### src/rtl/l2_conv.sv
// l2_conv: 3x3 two-channel conv stage with round/saturate and valid/ack output; define L2_RELU_EN to clamp negative results to 0
module l2_conv #(
  parameter int DW    = 18,
  parameter int FRAC  = 8,
  parameter int N_OUT = 121
) (
  input  logic                 clk,
  input  logic                 rst,
  input  logic                 tx_done,
  input  logic                 rdy_in,
  output logic                 bsy,
  input  logic signed [DW-1:0] din_0,
  input  logic signed [DW-1:0] din_1,
  input  logic                 w_wr,
  input  logic [4:0]           w_addr,
  input  logic signed [DW-1:0] w_data,
  output logic signed [DW-1:0] dout,
  output logic                 vld,
  input  logic                 ack,
  output logic                 frame_done
);
  localparam int AW = 2*DW+5;
  localparam int CW = $clog2(N_OUT);
  localparam logic signed [AW-1:0] SMAX = AW'(2**(DW-1)-1);
  localparam logic signed [AW-1:0] SMIN = ~SMAX;
  typedef enum logic [2:0] {IDLE, WAIT, CAP, RND, OUT} state_t;
  state_t               r_state;
  logic signed [DW-1:0] r_w [0:18];
  logic signed [AW-1:0] r_acc;
  logic [3:0]           r_tap;
  logic [CW-1:0]        r_win;
  logic signed [DW-1:0] r_dout;
  logic                 r_vld;
  logic                 r_fd;
  logic signed [2*DW-1:0] w_p0;
  logic signed [2*DW-1:0] w_p1;
  logic signed [AW-1:0]   w_rnd;
  logic signed [AW-1:0]   w_sh;
  logic signed [DW-1:0]   w_sat;
  logic signed [DW-1:0]   w_res;
  assign w_p0  = din_0 * r_w[{1'b0, r_tap}];
  assign w_p1  = din_1 * r_w[5'd9 + {1'b0, r_tap}];
  // acc is Q(2*FRAC); bias is lifted to the same scale before rounding
  assign w_rnd = r_acc + (AW'(r_w[18]) <<< FRAC) + AW'(1 << (FRAC-1));
  assign w_sh  = w_rnd >>> FRAC;
  assign w_sat = (w_sh > SMAX) ? SMAX[DW-1:0] : (w_sh < SMIN) ? SMIN[DW-1:0] : w_sh[DW-1:0];
`ifdef L2_RELU_EN
  assign w_res = w_sat[DW-1] ? '0 : w_sat;
`else
  assign w_res = w_sat;
`endif
  assign bsy        = (r_state != IDLE);
  assign dout       = r_dout;
  assign vld        = r_vld;
  assign frame_done = r_fd;
  always_ff @(posedge clk or posedge rst) begin
    if (rst) begin
      r_state <= IDLE;
      r_acc   <= '0;
      r_tap   <= '0;
      r_win   <= '0;
      r_dout  <= '0;
      r_vld   <= 1'b0;
      r_fd    <= 1'b0;
      for (int i = 0; i < 19; i++) r_w[i] <= '0;
    end else if (tx_done) begin
      r_state <= IDLE;
      r_acc   <= '0;
      r_tap   <= '0;
      r_win   <= '0;
      r_vld   <= 1'b0;
      r_fd    <= 1'b0;
    end else begin
      r_fd <= 1'b0;
      case (r_state)
        IDLE: begin
          if (w_wr && w_addr <= 5'd18) r_w[w_addr] <= w_data;
          if (rdy_in) begin
            r_state <= WAIT;
            r_acc   <= '0;
            r_tap   <= '0;
          end
        end
        WAIT: r_state <= CAP;
        CAP: begin
          r_acc <= r_acc + AW'(w_p0) + AW'(w_p1);
          r_tap <= r_tap + 4'd1;
          if (r_tap == 4'd8) r_state <= RND;
        end
        RND: begin
          r_dout  <= w_res;
          r_vld   <= 1'b1;
          r_state <= OUT;
        end
        OUT: begin
          if (ack) begin
            r_vld   <= 1'b0;
            r_state <= IDLE;
            r_fd    <= (r_win == CW'(N_OUT-1));
            r_win   <= (r_win == CW'(N_OUT-1)) ? '0 : r_win + 1'b1;
          end
        end
        default: r_state <= IDLE;
      endcase
    end
  end
endmodule

### config.mk
export PLATFORM = sky130hd
export DESIGN_NAME = l2_conv
export DESIGN_NICKNAME = d
export VERILOG_FILES = /design/src/rtl/l2_conv.sv
export SDC_FILE = /design/constraint.sdc
export NUM_CORES = 2
export LEC_CHECK = 0
export ABC_AREA = 1
export CAP_MARGIN = 40
export CORE_AREA = 4 4 471 473
export CTS_BUF_LIST = sky130_fd_sc_hd__clkbuf_8
export DETAILED_ROUTE_END_ITERATION = 12
export DIE_AREA = 0 0 475 477
export PLACE_DENSITY = 0.45
export SYNTH_ARGS = -nofsm -noshare
export SYNTH_HDL_FRONTEND = slang
export SYNTH_SLANG_ARGS = --single-unit
### constraint.sdc
create_clock -name clk -period 14.57 [get_ports clk]
set_input_delay 2.1855 -clock clk [delete_from_list [all_inputs] [get_ports clk]]
set_output_delay 2.1855 -clock clk [all_outputs]
set_load 0.02 [all_outputs]
==> impl_metrics.toml <==
[status]
outcome = "finished, final reports clean"

[clock_tree]
root_buffer = "clkbuf_8"
cts_setup_buffers = 0
worstSkewPairLatency_ps = 820
clkSlewWorstSetupHoldPaths_ps = 60
hold_buffers = 0
cts_max_path_buffers = 3
post_cts_resized = 0
cts_sinks = 417
cts_tree = "yes"
cts_buffers = 83
htreeDepth = 3

[placement]
port-buffer-count = 85
post-dp-hpwl_um = 140000
place_congestion = 0.9061
place_worst_setup_slack_ps = 3277

[timing]
hold_viol = 0
relSlewSlack_pct = 34.42
tightest_slew_ps = 983.7
finalMaxSlewViolations = 0
rsz0062_at_grt = "false"
clock-skew-final_ps = 70.84
tns_ps = 0
max_freq_mhz = 87.23
finalCriticalPeriod_ps = 11460
setup_viol = 0
worst_slack_ps = 3106
period_share_pct = 78.68

[global_route]
antenna_found_initial = 7
grt_max_degree = 139
overflow = 0
grt_use_total_pct = 16.07
grt_pass1_wl_um = 276700
grt_pass1_vias = 43150

[synth]
dominantRegCellSynth = "dfrtp_1"
yosysSeqAreaShare_pct = 20.97
synth_nets = 7344
syn_area_per_cell_um2 = 7.926
synthCells = 6279
yosys.area.top_type = "fa_1"
yosysMostFrequentCell = "nand2_1"
synthesis.area_um2 = 49770
synth-seq-cells = 417
synth-warning-count = 0
synth_cell_types = 52
async_flop_share_pct = 100.0
synth_top_cells_by_count = "nand2_1, inv_1, fa_1, o21ai_0, nor2_1"
synth-edff-count = 0
synth.area.top_cells = "fa_1, dfrtp_1, nand2_1, inv_1, o21ai_0"
synth_top_area_share_pct = 31.98

[setup_path]
cp-end-kind = "register"
critPathKind = "reg -> reg"
start_kind = "register"
crit_required_ps = 15230
critPathMaxFanout = 138
cp_slowest_cell = "dfrtp_4"
cp_common_cell = "fa_1"
arrival_ps = 12120
crit_path_max_incr_delay_ps = 910

[detailed_routing]
drt-total-wl_um = 181000
vias = 41030
vias_per_cell = 4.479
dr.pass1.iters = 6
postRouteAntennaNets = 0
drc_errors = 0
first_iter_violations = 2910
post_drt_wl_per_cell_um = 19.76

[cells_and_area]
syn_to_final_growth_pct = 11.70
drive_above_1_share_pct = 3.920
nNetsFinal = 7306
finalCoreUtilization_pct = 25.62

[floorplan]
die_y_um = 477
rows = 171
io_pins = 86
dieArea_um2 = 226600
core_um2 = 217000
die_x_um = 475
start_util_pct = 22.94

[min_path]
hp-class = "reg -> reg"

[job]
drv_cap = 0
==> critical path: cells and delay by family (launching register included) <==
kind,cells,cell delay [ps]
compound gates,4,420
buf+inv,7,1800
simple gates,13,2190
flops,1,910
fa+ha+maj,10,5770
==> cell usage in the layout, fill, tap and decap left out, types with 15 or more instances in the layout <==
master,count
o21ai_0,697
nand3_1,257
a21oi_1,316
nor2_1,473
nor3_1,18
clkdlybuf4s50_1,85
ha_1,204
buf_4,70
xor2_1,21
o311ai_0,17
inv_2,15
nand2_1,1318
clkbuf_8,101
fa_1,795
o211ai_1,54
nand4_1,20
dfrtp_1,414
inv_1,1274
==> through the flow <==
stage	hold slack, ps	area, µm²	instances
after CTS	482.7	55580	9155
after global placement	461.1	53560	8996
after global routing	504.8	55590	9160
after detailed placement	467.7	53880	9010
after floorplan	447.8	49770	6279
final	480.4	55590	9161
==> registers in the layout (all words and copies together), names as in the netlist <==
name        flops
vld             1
r_tap           4
dout           18
r_w           342
r_win           7
r_state         3
r_acc          41
frame_done      1
==> metal layers <==
metal / track usage [%] / wire (µm)
met1: 22.06 / 82600
met2: 26.47 / 84330
met3: 2.434 / 9784
met4: 3.950 / 4281
met5: 0 / 13
==> kinds of logic (layout without fill, tap and decap cells) <==
family	count (synthesis)	count (layout)	synth area share, %
fa+ha+maj	1000	1000	37.13
xor+xnor	32	32	0.5782
simple gates	2127	2127	17.10
compound gates	1137	1137	12.11
other cells	0	6	0
flops	417	417	20.97
buf+inv	1566	1588	12.11
==> final timing paths <==
check                                      from               endpoint  slack (ps)  cells past startpoint
min                        dout[10]$_DFFE_PP0P_   dout[10]$_DFFE_PP0P_         480                      2
max in group asynchronous                   rst   r_w[124]$_DFFE_PP0P_       10880                      4
max reg2reg                r_tap[0]$_DFFE_PP0P_  r_acc[37]$_DFFE_PP0P_        3110                     34
min reg2reg                dout[10]$_DFFE_PP0P_   dout[10]$_DFFE_PP0P_         480                      2
min in group asynchronous                   rst   dout[17]$_DFFE_PP0P_        1830                      2
max                        r_tap[0]$_DFFE_PP0P_  r_acc[37]$_DFFE_PP0P_        3110                     34
==> final cells by class <==
cell class | count | area [µm²]
multi-input cells | 4296 | 33350
fillers | 23920 | 161400
inverters | 1273 | 4793
well taps | 2854 | 3571
clock buffers | 101 | 1390
repair buffers | 170 | 1725
flip-flops and latches | 417 | 10440
diodes | 6 | 15.01
clock inverters | 44 | 301.5
Power is left out: the tool's default activity adds up to more than one toggle a clock period on the data nets, which glitch-free logic cannot reach.
